**src/rtl/cla_mp_add_sched_pkg.sv**
```systemverilog
// Shared types and constants for the multi-precision add scheduler.
package cla_sched_pkg;

    localparam int WORD_W    = 64;
    localparam int MAX_WORDS = 8;
    localparam int CNT_W     = $clog2(MAX_WORDS);

    typedef enum logic [1:0] {
        IDLE = 2'd0,
        RUN  = 2'd1,
        DONE = 2'd2
    } state_t;

    typedef logic req_id_t;

endpackage

```
**src/rtl/cla_mp_add_sched_if.sv**
```systemverilog
// Request/result bus of the scheduler.
// Handshake: a transfer happens on a rising clk edge where valid && ready are
// both 1; the initiator holds valid and its payload stable until that edge,
// and ready may depend combinationally on valid.
interface cla_mp_add_sched_if #(
    parameter int WORDS = 2
);
    import cla_sched_pkg::*;

    localparam int W = WORD_W * WORDS;

    logic          req0_valid;
    logic          req0_ready;
    logic [W-1:0]  req0_a;
    logic [W-1:0]  req0_b;
    logic          req0_sub;

    logic          req1_valid;
    logic          req1_ready;
    logic [W-1:0]  req1_a;
    logic [W-1:0]  req1_b;
    logic          req1_sub;

    logic          res_valid;
    logic          res_ready;
    logic [W-1:0]  res_sum;
    logic          res_cout;
    req_id_t       res_id;

    // Requester/consumer side
    modport master (
        output req0_valid, req0_a, req0_b, req0_sub,
        output req1_valid, req1_a, req1_b, req1_sub,
        output res_ready,
        input  req0_ready, req1_ready,
        input  res_valid, res_sum, res_cout, res_id
    );

    // Scheduler side
    modport slave (
        input  req0_valid, req0_a, req0_b, req0_sub,
        input  req1_valid, req1_a, req1_b, req1_sub,
        input  res_ready,
        output req0_ready, req1_ready,
        output res_valid, res_sum, res_cout, res_id
    );

endinterface

```
**src/rtl/cla_64bit.sv**
```systemverilog
// 64-bit carry-lookahead adder built from 4-bit lookahead groups.
module cla_64bit (
    input  logic [63:0] a,
    input  logic [63:0] b,
    input  logic        c_in,
    output logic [63:0] sum,
    output logic        c_out
);

    logic [63:0] g;
    logic [63:0] p;
    logic [64:0] c;

    // Carries inside each group are fully expanded; groups chain by group G/P.
    always_comb begin
        g    = a & b;
        p    = a ^ b;
        c    = '0;
        c[0] = c_in;
        for (int grp = 0; grp < 16; grp++) begin
            c[grp*4+1] = g[grp*4] | (p[grp*4] & c[grp*4]);
            c[grp*4+2] = g[grp*4+1] | (p[grp*4+1] & g[grp*4])
                       | (p[grp*4+1] & p[grp*4] & c[grp*4]);
            c[grp*4+3] = g[grp*4+2] | (p[grp*4+2] & g[grp*4+1])
                       | (p[grp*4+2] & p[grp*4+1] & g[grp*4])
                       | (p[grp*4+2] & p[grp*4+1] & p[grp*4] & c[grp*4]);
            c[grp*4+4] = g[grp*4+3] | (p[grp*4+3] & g[grp*4+2])
                       | (p[grp*4+3] & p[grp*4+2] & g[grp*4+1])
                       | (p[grp*4+3] & p[grp*4+2] & p[grp*4+1] & g[grp*4])
                       | (p[grp*4+3] & p[grp*4+2] & p[grp*4+1] & p[grp*4] & c[grp*4]);
        end
    end

    assign sum   = p ^ c[63:0];
    assign c_out = c[64];

endmodule

```
**src/rtl/cla_mp_add_sched_rr_arb2.sv**
```systemverilog
// Two-way round-robin arbiter: on a tie the requester not granted last wins.
module rr_arb2
    import cla_sched_pkg::*;
(
    input  logic [1:0] valid,
    input  req_id_t    last_grant,
    output logic [1:0] grant
);

    // One-hot (or zero) grant from the request vector and the previous winner.
    always_comb begin
        grant = 2'b00;
        if (valid[0] && (!valid[1] || last_grant == 1'b1)) begin
            grant[0] = 1'b1;
        end else if (valid[1]) begin
            grant[1] = 1'b1;
        end
    end

endmodule

```
**src/rtl/cla_mp_add_sched.sv**
```systemverilog
// Shares one 64-bit CLA between two requesters, running a WORDS x 64-bit
// add/subtract one word per cycle with the carry chained between words.
module cla_mp_add_sched
    import cla_sched_pkg::*;
#(
    parameter int WORDS = 2
) (
    input  logic                  clk,
    input  logic                  rst,
    cla_mp_add_sched_if.slave     bus,
    output state_t                dbg_state
);

    localparam int W = WORD_W * WORDS;

    state_t             state;
    logic [CNT_W-1:0]   cnt;
    req_id_t            last_grant;
    logic [W-1:0]       a_q;
    logic [W-1:0]       b_q;
    logic               carry;
    logic               res_valid_q;
    logic [W-1:0]       res_sum_q;
    logic               res_cout_q;
    req_id_t            res_id_q;

    logic [1:0]         grant;
    logic [W-1:0]       sel_a;
    logic [W-1:0]       sel_b;
    logic               sel_sub;
    logic [WORD_W-1:0]  a_word;
    logic [WORD_W-1:0]  b_word;
    logic [WORD_W-1:0]  sum_word;
    logic               c_out;

    rr_arb2 u_arb (
        .valid      ({bus.req1_valid, bus.req0_valid}),
        .last_grant (last_grant),
        .grant      (grant)
    );

    // Operands of whichever requester currently holds the grant.
    always_comb begin
        sel_a   = bus.req0_a;
        sel_b   = bus.req0_b;
        sel_sub = bus.req0_sub;
        if (grant[1]) begin
            sel_a   = bus.req1_a;
            sel_b   = bus.req1_b;
            sel_sub = bus.req1_sub;
        end
    end

    assign bus.req0_ready = (state == IDLE) && grant[0] && !rst;
    assign bus.req1_ready = (state == IDLE) && grant[1] && !rst;

    assign a_word = a_q[cnt*WORD_W +: WORD_W];
    assign b_word = b_q[cnt*WORD_W +: WORD_W];

    cla_64bit u_cla (
        .a     (a_word),
        .b     (b_word),
        .c_in  (carry),
        .sum   (sum_word),
        .c_out (c_out)
    );

    // Control FSM plus operand/result registers; subtract stores ~B with carry-in 1.
    always_ff @(posedge clk) begin
        if (rst) begin
            state       <= IDLE;
            cnt         <= '0;
            last_grant  <= 1'b1;
            a_q         <= '0;
            b_q         <= '0;
            carry       <= 1'b0;
            res_valid_q <= 1'b0;
            res_sum_q   <= '0;
            res_cout_q  <= 1'b0;
            res_id_q    <= 1'b0;
        end else begin
            case (state)
                IDLE: begin
                    if (grant != 2'b00) begin
                        a_q        <= sel_a;
                        b_q        <= sel_sub ? ~sel_b : sel_b;
                        carry      <= sel_sub;
                        res_id_q   <= grant[1];
                        last_grant <= grant[1];
                        cnt        <= '0;
                        state      <= RUN;
                    end
                end
                RUN: begin
                    res_sum_q[cnt*WORD_W +: WORD_W] <= sum_word;
                    carry <= c_out;
                    if (cnt == CNT_W'(WORDS - 1)) begin
                        res_cout_q  <= c_out;
                        res_valid_q <= 1'b1;
                        cnt         <= '0;
                        state       <= DONE;
                    end else begin
                        cnt <= cnt + 1'b1;
                    end
                end
                DONE: begin
                    if (bus.res_ready) begin
                        res_valid_q <= 1'b0;
                        state       <= IDLE;
                    end
                end
                default: state <= IDLE;
            endcase
        end
    end

    assign bus.res_valid = res_valid_q;
    assign bus.res_sum   = res_sum_q;
    assign bus.res_cout  = res_cout_q;
    assign bus.res_id    = res_id_q;
    assign dbg_state     = state;

endmodule

```
**src/flat_wrapper.sv**
```systemverilog
// flat-port wrapper written by rule: the top's interface ports become plain ports
module cla_mp_add_sched_flat import cla_sched_pkg::*;
#(
    parameter int WORDS = 2
)
  (clk, rst, dbg_state, bus_req0_valid, bus_req0_a, bus_req0_b, bus_req0_sub, bus_req1_valid, bus_req1_a, bus_req1_b, bus_req1_sub, bus_res_ready, bus_req0_ready, bus_req1_ready, bus_res_valid, bus_res_sum, bus_res_cout, bus_res_id);
  cla_mp_add_sched_if #(.WORDS(WORDS)) bus_i ();
  input  logic clk;
  input  logic rst;
  output state_t dbg_state;
  input wire logic [$bits(bus_i.req0_valid)-1:0] bus_req0_valid;
  input wire logic [$bits(bus_i.req0_a)-1:0] bus_req0_a;
  input wire logic [$bits(bus_i.req0_b)-1:0] bus_req0_b;
  input wire logic [$bits(bus_i.req0_sub)-1:0] bus_req0_sub;
  input wire logic [$bits(bus_i.req1_valid)-1:0] bus_req1_valid;
  input wire logic [$bits(bus_i.req1_a)-1:0] bus_req1_a;
  input wire logic [$bits(bus_i.req1_b)-1:0] bus_req1_b;
  input wire logic [$bits(bus_i.req1_sub)-1:0] bus_req1_sub;
  input wire logic [$bits(bus_i.res_ready)-1:0] bus_res_ready;
  output wire logic [$bits(bus_i.req0_ready)-1:0] bus_req0_ready;
  output wire logic [$bits(bus_i.req1_ready)-1:0] bus_req1_ready;
  output wire logic [$bits(bus_i.res_valid)-1:0] bus_res_valid;
  output wire logic [$bits(bus_i.res_sum)-1:0] bus_res_sum;
  output wire logic [$bits(bus_i.res_cout)-1:0] bus_res_cout;
  output wire logic [$bits(bus_i.res_id)-1:0] bus_res_id;
  assign bus_i.req0_valid = bus_req0_valid;
  assign bus_i.req0_a = bus_req0_a;
  assign bus_i.req0_b = bus_req0_b;
  assign bus_i.req0_sub = bus_req0_sub;
  assign bus_i.req1_valid = bus_req1_valid;
  assign bus_i.req1_a = bus_req1_a;
  assign bus_i.req1_b = bus_req1_b;
  assign bus_i.req1_sub = bus_req1_sub;
  assign bus_i.res_ready = bus_res_ready;
  assign bus_req0_ready = bus_i.req0_ready;
  assign bus_req1_ready = bus_i.req1_ready;
  assign bus_res_valid = bus_i.res_valid;
  assign bus_res_sum = bus_i.res_sum;
  assign bus_res_cout = bus_i.res_cout;
  assign bus_res_id = bus_i.res_id;
  cla_mp_add_sched #(.WORDS(WORDS)) u_core (.clk(clk), .rst(rst), .bus(bus_i), .dbg_state(dbg_state));
endmodule
```
**config.mk**
```make
export PLATFORM = sky130hd
export DESIGN_NAME = cla_mp_add_sched_flat
export DESIGN_NICKNAME = d
export VERILOG_FILES = /design/src/rtl/cla_mp_add_sched_pkg.sv /design/src/rtl/cla_mp_add_sched_if.sv /design/src/rtl/cla_64bit.sv /design/src/rtl/cla_mp_add_sched_rr_arb2.sv /design/src/rtl/cla_mp_add_sched.sv /design/src/flat_wrapper.sv
export SDC_FILE = /design/constraint.sdc
export NUM_CORES = 1
export LEC_CHECK = 0
export CORE_AREA = 4 4 254 256
export CTS_BUF_LIST = sky130_fd_sc_hd__clkbuf_4
export DETAILED_ROUTE_END_ITERATION = 16
export DIE_AREA = 0 0 258 260
export PLACE_DENSITY = 0.65
export SLEW_MARGIN = 20
export SYNTH_ARGS = -nofsm -noshare
export SYNTH_HDL_FRONTEND = slang
export SYNTH_SLANG_ARGS = --single-unit
```
**constraint.sdc**
```tcl
create_clock -name clk -period 5.2 [get_ports clk]
set_clock_uncertainty 0.15 [all_clocks]
set_input_delay 0.52 -clock clk [delete_from_list [all_inputs] [get_ports clk]]
set_output_delay 0.52 -clock clk [all_outputs]
set_load 0.005 [all_outputs]
```
==> qor.json, run 1 <==
{
  "run_status": {
    "run_status": "completed"
  },
  "min_path": {
    "min-delay-path-class": "primary input to flip-flop",
    "hold_path_startpoint": "bus_req0_a[5]"
  },
  "sta": {
    "report.final.setup_viol": 0,
    "final_hold_viols": 0,
    "period_share_pct": 92.9,
    "setup_total_negative_slack_ns": 0,
    "finalWorstPathRequiredPeriod_ns": 4.83,
    "max-slew-margin-rel_pct": 31.3,
    "report.final.slew_viol_count": 0,
    "setup_slack_ns": 0.371,
    "tightestPinTransition_ns": 1.03,
    "achievable-frequency_mhz": 207,
    "rsz0062_at_grt": "no"
  },
  "setup_path": {
    "worst-endpoint-required_ns": 5.75,
    "cp_max_fo": 13,
    "crit_arrival_ns": 5.38,
    "cp-end-kind": "flip-flop",
    "start_kind": "flip-flop",
    "critPathKind": "flip-flop to flip-flop",
    "worst_setup_path_startpoint": "u_core.cnt[0]",
    "reg2reg_slack_ns": 0.37,
    "r2r_start": "u_core.cnt[0]"
  },
  "global_routing": {
    "globalRoute.busiestLayer": "met2",
    "largest_net_degree_at_the_start_of_global_routing": 185,
    "global_route.usage.met1_pct": 32.6,
    "grt-ovfl-total": 0,
    "groute.layer.met3.usage_pct": 7.08,
    "met2_track_demand_over_resource_pct": 40.4,
    "track_usage_pct": 25.1,
    "initial_antenna_violation_count": 5,
    "first_pass_grt_wire_length_um": 130000,
    "via_count_of_the_first_global_routing_pass": 21800
  },
  "die": {
    "die_w_um": 258,
    "dieArea_um2": 67100,
    "floorplan.initialDensity_pct": 35.0,
    "number_of_placement_rows": 92,
    "io-pin-count": 654,
    "die_height_um": 260,
    "core_area_um2": 62500
  },
  "power_and_ir_drop": {
    "internal-power_mw": 6.61,
    "total_leakage_power_nw": 12.8,
    "worst_ir_drop_vdd_v": 0.000171,
    "power_per_cell_area_nw_per_um2": 312,
    "comb_power_share_pct": 34.8,
    "power.share.switching_pct": 35.1,
    "finalPower_mw": 10.2,
    "sequentialPowerShare_pct": 35.5,
    "power_switching_mw": 3.57,
    "clock_power_share_pct": 29.6
  },
  "yosys": {
    "netlist-cell-type-count": 65,
    "number_of_warnings_reported_in_the_yosys_synthesis_log": 0,
    "ys_seq_elements": 394,
    "asyncSetResetFlopFracSynth_pct": 0,
    "commonest_register_cell_after_synthesis": "sky130_fd_sc_hd__dfxtp_1",
    "ys_seq_area_share_pct": 36.0,
    "syn-num-nets": 3269,
    "synth.area.top_cells": "sky130_fd_sc_hd__dfxtp_1 36%, sky130_fd_sc_hd__mux2i_1 12%, sky130_fd_sc_hd__nor2_1 7.9%",
    "gate_count_post_synth": 2666,
    "post_synth.cell_area_avg_um2": 8.22,
    "summed_instance_area_of_the_synthesized_netlist_um2": 21900,
    "synth_top_area_cell": "sky130_fd_sc_hd__dfxtp_1",
    "synth_edf_count": 0,
    "yosys.area.top_type_share_pct": 36.0
  },
  "routing": {
    "antenna_viol_nets_final": 0,
    "number_of_vias_after_detailed_routing": 22300,
    "avgViaCountPerCell": 5.09,
    "drt_drc_violations_left": 0,
    "detailed_router_iteration_count_before_antenna_repair": 5,
    "finalWirelength_um": 88500,
    "routed_wire_length_per_instance_um": 20.2,
    "drt-initial-drc-count": 1467
  },
  "cells_and_area": {
    "nets": 4043,
    "utilization_after_layout_pct": 52.1,
    "drive_above_1_share_pct": 7.63,
    "area_growth_syn_to_layout_pct": 48.8,
    "layout.cells.most_common": "sky130_fd_sc_hd__clkdlybuf4s50_1",
    "final_cell_mix": "652 x sky130_fd_sc_hd__clkdlybuf4s50_1, 462 x sky130_fd_sc_hd__nor2_1, 393 x sky130_fd_sc_hd__dfxtp_1"
  },
  "cts": {
    "cts-root-buf": "sky130_fd_sc_hd__clkbuf_4",
    "ctsHtreeMaxLevel": 3,
    "cts_max_path_buffers": 3,
    "clock_sinks": 394,
    "insertion_delay_ns": 0.86,
    "worst_setup_hold_path_clk_slew_ns": 0.07,
    "clock_tree_from_tritoncts": "yes",
    "cts_buffers": 110
  },
  "placed_design": {
    "place_ws_ns": 0.313,
    "dp.final_hpwl_um": 66300,
    "buffers_added_on_ports": 653,
    "routabilityCongestion": 0.873
  },
  "flow_run": {
    "max-cap-violations": 0
  }
}
==> metrics by stage <==
| stage | cell area, um2 | hold WS, ns | cells |
|---|---|---|---|
| 2_1_floorplan | 21900 | 0.298 | 2666 |
| 3_3_place_gp | 29300 | 0.286 | 3996 |
| 3_5_place_dp | 29300 | 0.293 | 3996 |
| 4_1_cts | 32500 | 0.000650 | 4362 |
| 5_1_grt | 32600 | 0.0483 | 4374 |
| 6_report | 32600 | 0.121 | 4378 |
==> what timing repair did <==
item | CTS | global route
hold buffers | 169 | 0
endpoints found under the setup margin | 0 | 3
resized for setup | 0 | 4
setup buffers | 0 | 8
endpoints found under the hold margin | 165 | 0
==> kinds of logic after synthesis <==
logic type      count (synthesis)  synth area share, %
flops                         394                 36.0
xor+xnor                      166                 6.64
buf+inv                       238                 4.15
mux                           260                 11.9
simple gates                  995                 18.5
fa+ha+maj                      84                 5.35
compound gates                529                 17.5
==> routing by layer <==
layer / wire [um] / up-vias / part of all wire [%]
met2: 40500 / 774 / 46
met5: 0 / - / 0
met1: 38400 / 10300 / 43
met3: 7240 / 135 / 8.2
met4: 2300 / 0 / 2.6
li1: - / 11000 / -
==> cells in the mapped netlist, drive strengths merged, types with 7 or more instances <==
cell type  instances
nor2             464
dfxtp            394
nand2            376
mux2i            258
clkbuf           184
xnor2            153
a211oi           141
a311oi           129
a21oi            113
ha                68
o21ai             51
nand3             47
nor3              41
buf               36
a21o              21
inv               18
fa                16
and3              14
xor2              13
a22oi             11
nand2b             7
nand4              7
nor2b              7
o31ai              7
or3                7
==> power by group through the flow <==
stage | logic (mW) | registers, mW | clock network (mW)
after floorplan | 1.92 | 3.57 | 0
after global placement | 3.31 | 3.68 | 0
after detailed placement | 3.34 | 3.68 | 0
after CTS | 3.50 | 3.61 | 3.11
after global routing | 3.86 | 3.65 | 3.29
final | 3.55 | 3.61 | 3.02
==> area by class of cell <==
class	count	area [um2]
Fill cell	5969	29900
Multi-Input combinational cell	2034	13200
Timing Repair Buffer	882	8900
Sequential cell	394	7890
Clock buffer	165	1240
Tap cell	846	1060
Clock inverter	32	235
Inverter	18	67.6
Antenna cell	7	17.5
==> worst max-delay path, cell delays in order (launching register included) <==
cell,delay (ns)
sky130_fd_sc_hd__dfxtp_4,0.53
sky130_fd_sc_hd__buf_4,0.17
sky130_fd_sc_hd__buf_4,0.16
sky130_fd_sc_hd__mux2i_1,0.20
sky130_fd_sc_hd__nor2_1,0.06
sky130_fd_sc_hd__ha_1,0.34
sky130_fd_sc_hd__and3_1,0.23
sky130_fd_sc_hd__a221oi_2,0.33
sky130_fd_sc_hd__o32a_4,0.25
sky130_fd_sc_hd__a211oi_4,0.10
sky130_fd_sc_hd__o211ai_2,0.28
sky130_fd_sc_hd__a21o_1,0.25
sky130_fd_sc_hd__a211oi_1,0.15
sky130_fd_sc_hd__or2_2,0.35
sky130_fd_sc_hd__a21o_1,0.21
sky130_fd_sc_hd__fa_1,0.43
sky130_fd_sc_hd__xnor2_1,0.22
sky130_fd_sc_hd__nor3_1,0.07
sky130_fd_sc_hd__a21oi_1,0.15
sky130_fd_sc_hd__nor2_1,0.06
==> sequential cells by signal, summed over array words and instances, names as in the netlist, 2 cells and up <==
register            count
u_core.a_q            128
u_core.b_q            128
u_core.bus.res_sum    128
u_core.cnt              3
u_core.dbg_state        2
==> final timing paths <==
kind	endpoint	cells after the start
worst max-delay path	u_core.bus.res_sum[125]	19
worst min-delay path	u_core.a_q[5]	3
worst max register to register	u_core.bus.res_sum[125]	19
worst min register to register	u_core.bus.res_sum[100]	2
No activity file was read; power rests on OpenSTA's default activity.
==> run 2, diff against run 1 <==
--- a/config.mk
+++ b/config.mk
@@ -5,6 +5,7 @@
 export SDC_FILE = /design/constraint.sdc
 export NUM_CORES = 1
 export LEC_CHECK = 0
+export ABC_AREA = 1
 export CORE_AREA = 4 4 254 256
 export CTS_BUF_LIST = sky130_fd_sc_hd__clkbuf_4
 export DETAILED_ROUTE_END_ITERATION = 16
==> qor.json, run 2 <==
{
  "setup_path": {
    "cp-end-kind": "flip-flop",
    "critical_path.n_buffers_inverters": 4,
    "r2r_end": "u_core.bus.res_sum[61]",
    "reg2reg_slack_ns": 0.47,
    "timing.critical_path.slowest_stage_cell": "sky130_fd_sc_hd__fa_1",
    "critPathTopFamily": "simple AND/OR/NAND/NOR gates",
    "r2r_start": "u_core.cnt[1]",
    "cpMostUsedCell": "sky130_fd_sc_hd__nand2_4",
    "crit_arrival_ns": 5.33,
    "worst-endpoint-required_ns": 5.80,
    "r2r.worst_path.cells": 37,
    "start_kind": "flip-flop",
    "critical_path.max_stage_delay_ns": 0.44,
    "critPathKind": "flip-flop to flip-flop",
    "cp_max_fo": 28
  },
  "placed_design": {
    "routabilityCongestion": 0.837,
    "buffers_added_on_ports": 653,
    "dp.final_hpwl_um": 57900
  },
  "min_path": {
    "cell_count_of_the_worst_hold_path": 3,
    "hold_path_startpoint": "bus_req1_a[36]",
    "min-delay-path-class": "primary input to flip-flop",
    "worstHoldEndpoint": "u_core.a_q[36]"
  },
  "yosys": {
    "asyncSetResetFlopFracSynth_pct": 0,
    "syn-num-nets": 3616,
    "ys_seq_area_share_pct": 36.0,
    "count_leader_synth": "sky130_fd_sc_hd__a21oi_1",
    "synth_top_area_cell": "sky130_fd_sc_hd__dfxtp_1",
    "synth_edf_count": 0,
    "ys_top_cells_by_count": "503 x sky130_fd_sc_hd__a21oi_1, 464 x sky130_fd_sc_hd__o21ai_0, 394 x sky130_fd_sc_hd__dfxtp_1, 366 x sky130_fd_sc_hd__nor2_1, 275 x sky130_fd_sc_hd__inv_1",
    "gate_count_post_synth": 3013,
    "number_of_warnings_reported_in_the_yosys_synthesis_log": 0,
    "ys_seq_elements": 394,
    "netlist-cell-type-count": 34,
    "yosys.area.top_type_share_pct": 36.0,
    "synth.area.top_cells": "sky130_fd_sc_hd__dfxtp_1 36%, sky130_fd_sc_hd__a21oi_1 11%, sky130_fd_sc_hd__o21ai_0 11%",
    "post_synth.cell_area_avg_um2": 7.28,
    "summed_instance_area_of_the_synthesized_netlist_um2": 21900,
    "commonest_register_cell_after_synthesis": "sky130_fd_sc_hd__dfxtp_1"
  },
  "power_and_ir_drop": {
    "total_leakage_power_nw": 14.3,
    "worst_ir_drop_vdd_v": 0.000190,
    "power_per_cell_area_nw_per_um2": 341
  },
  "sta": {
    "holdWs_ns": 0.0982,
    "report.final.slew_viol_count": 0,
    "achievable-frequency_mhz": 211,
    "final_hold_viols": 0,
    "report.final.setup_viol": 0,
    "period_share_pct": 91.1,
    "tightestPinTransition_ns": 1.13,
    "setup_total_negative_slack_ns": 0,
    "max-slew-margin-rel_pct": 24.8,
    "finalWorstPathRequiredPeriod_ns": 4.73,
    "rsz0062_at_grt": "no"
  },
  "cells_and_area": {
    "final_cell_mix": "652 x sky130_fd_sc_hd__clkdlybuf4s50_1, 502 x sky130_fd_sc_hd__a21oi_1, 464 x sky130_fd_sc_hd__o21ai_0",
    "layout.cells.most_common": "sky130_fd_sc_hd__clkdlybuf4s50_1",
    "seq_area_um2": 7890,
    "drive_above_1_share_pct": 6.29,
    "multi_input_gate_area_in_the_final_layout_um2": 12200,
    "fillerInstances": 6270,
    "nets": 4276,
    "area_growth_syn_to_layout_pct": 42.9
  },
  "cts": {
    "cts_max_path_buffers": 3,
    "ctsHtreeMaxLevel": 3,
    "worst_setup_hold_path_clk_slew_ns": 0.06,
    "cts-root-buf": "sky130_fd_sc_hd__clkbuf_4",
    "clock_tree_from_tritoncts": "yes",
    "insertion_delay_ns": 0.89,
    "clock_sinks": 394,
    "cts_buffers": 110
  },
  "routing": {
    "number_of_vias_after_detailed_routing": 22700,
    "avgViaCountPerCell": 4.96,
    "detailed_router_iteration_count_before_antenna_repair": 5,
    "drt_drc_violations_left": 0,
    "drt-initial-drc-count": 1249,
    "antenna_viol_nets_final": 0,
    "finalWirelength_um": 83700,
    "routed_wire_length_per_instance_um": 18.3
  },
  "die": {
    "dieArea_um2": 67100,
    "number_of_placement_rows": 92,
    "io-pin-count": 654,
    "die_height_um": 260,
    "core_area_um2": 62500,
    "floorplan.initialDensity_pct": 35.1,
    "die_w_um": 258
  },
  "global_routing": {
    "via_count_of_the_first_global_routing_pass": 22000,
    "grt-ovfl-total": 0,
    "largest_net_degree_at_the_start_of_global_routing": 154,
    "initial_antenna_violation_count": 5,
    "first_pass_grt_wire_length_um": 125000,
    "track_usage_pct": 23.5
  },
  "run_status": {
    "run_status": "completed"
  },
  "flow_run": {
    "max-cap-violations": 0
  }
}
-- run 2: cell types whose count changed in the layout (fill, tap and decap cells not counted), moves of 25 or more --
cell	previous run	this run
sky130_fd_sc_hd__xor2_1	13	142
sky130_fd_sc_hd__xnor2_1	153	28
sky130_fd_sc_hd__o211a_1	1	26
sky130_fd_sc_hd__dlygate4sd3_1	169	87
sky130_fd_sc_hd__mux2i_1	257	128
sky130_fd_sc_hd__a21oi_1	110	502
sky130_fd_sc_hd__inv_1	18	270
sky130_fd_sc_hd__a311oi_1	129	0
sky130_fd_sc_hd__nor2_1	462	364
sky130_fd_sc_hd__a211oi_1	137	2
sky130_fd_sc_hd__o21ai_0	47	464
sky130_fd_sc_hd__nand2_1	375	265
-- run 2: how the worst max path moves through the flow --
stage                        startpoint                 endpoint  cells past startpoint
after floorplan           u_core.cnt[0]  u_core.bus.res_sum[125]                     42
after global placement    u_core.cnt[2]  u_core.bus.res_sum[125]                     41
after detailed placement  u_core.cnt[2]  u_core.bus.res_sum[125]                     41
after CTS                 u_core.cnt[2]   u_core.bus.res_sum[61]                     41
after global routing      u_core.cnt[0]  u_core.bus.res_sum[125]                     40
final                     u_core.cnt[1]   u_core.bus.res_sum[61]                     37
-- run 2: what timing repair did --
item | in CTS | in global routing
endpoints found under the setup margin | 0 | 4
hold buffers | 87 | 0
buffers inserted | 0 | 2
hold endpoints to repair | 106 | 0
gates resized for setup | 0 | 8
-- run 2: layer usage --
metal	up-vias	track usage (%)	part of all wire, %
li1	11300	-	-
met5	-	0	0
met4	0	9.21	3.4
met1	10500	29.2	43
met2	721	39.0	47
met3	162	6.27	6.8
-- run 2: tightest hold or removal path, stage by stage --
cell	delay, ns
sky130_fd_sc_hd__clkdlybuf4s50_1	0.39
sky130_fd_sc_hd__nand2_1	0.06
sky130_fd_sc_hd__a21oi_1	0.05
-- run 2: metrics by stage --
stage               instances  total power [mW]  setup WS (ns)  utilization [%]  instance area (um2)
global placement         4316              7.82          0.421             46.5                29100
finish                   4587              10.7          0.465             50.2                31300
CTS                      4576              10.8          0.305             50.0                31200
detailed placement       4316              7.85          0.332             46.5                29100
global route             4586              11.5        0.00224             50.1                31300
floorplan                3013              6.22          0.233                -                21900
-- run 2: cell families after synthesis --
logic type               count (synthesis)  share of synthesized area, %
buffers and inverters                  501                          8.65
XOR/XNOR                               170                          6.79
adder cells (fa/ha/maj)                 84                          5.34
multiplexers                           128                          5.84
AND/OR/NAND/NOR                        722                          13.5
flip-flops                             394                          36.0
AO/OA/AOI/OAI                         1014                          23.9
-- run 2: report_power, final --
part / total (mW) / internal, mW / switching [mW] / leakage [nW]
registers: 3.65 / 3.43 / 0.219 / 3.25
logic: 4.23 / 1.77 / 2.46 / 10.3
clock network: 2.81 / 1.45 / 1.37 / 0.759
total: 10.7 / 6.64 / 4.05 / 14.3
-- run 2: layout make-up --
cell class | instances | area share [%]
inverters | 276 | 3.36
multi-input cells | 2118 | 38.9
repair buffers | 773 | 25.0
flip-flops and latches | 394 | 25.2
diodes | 7 | 0.0559
clock inverters | 32 | 0.766
clock buffers | 141 | 3.38
well taps | 846 | 3.38
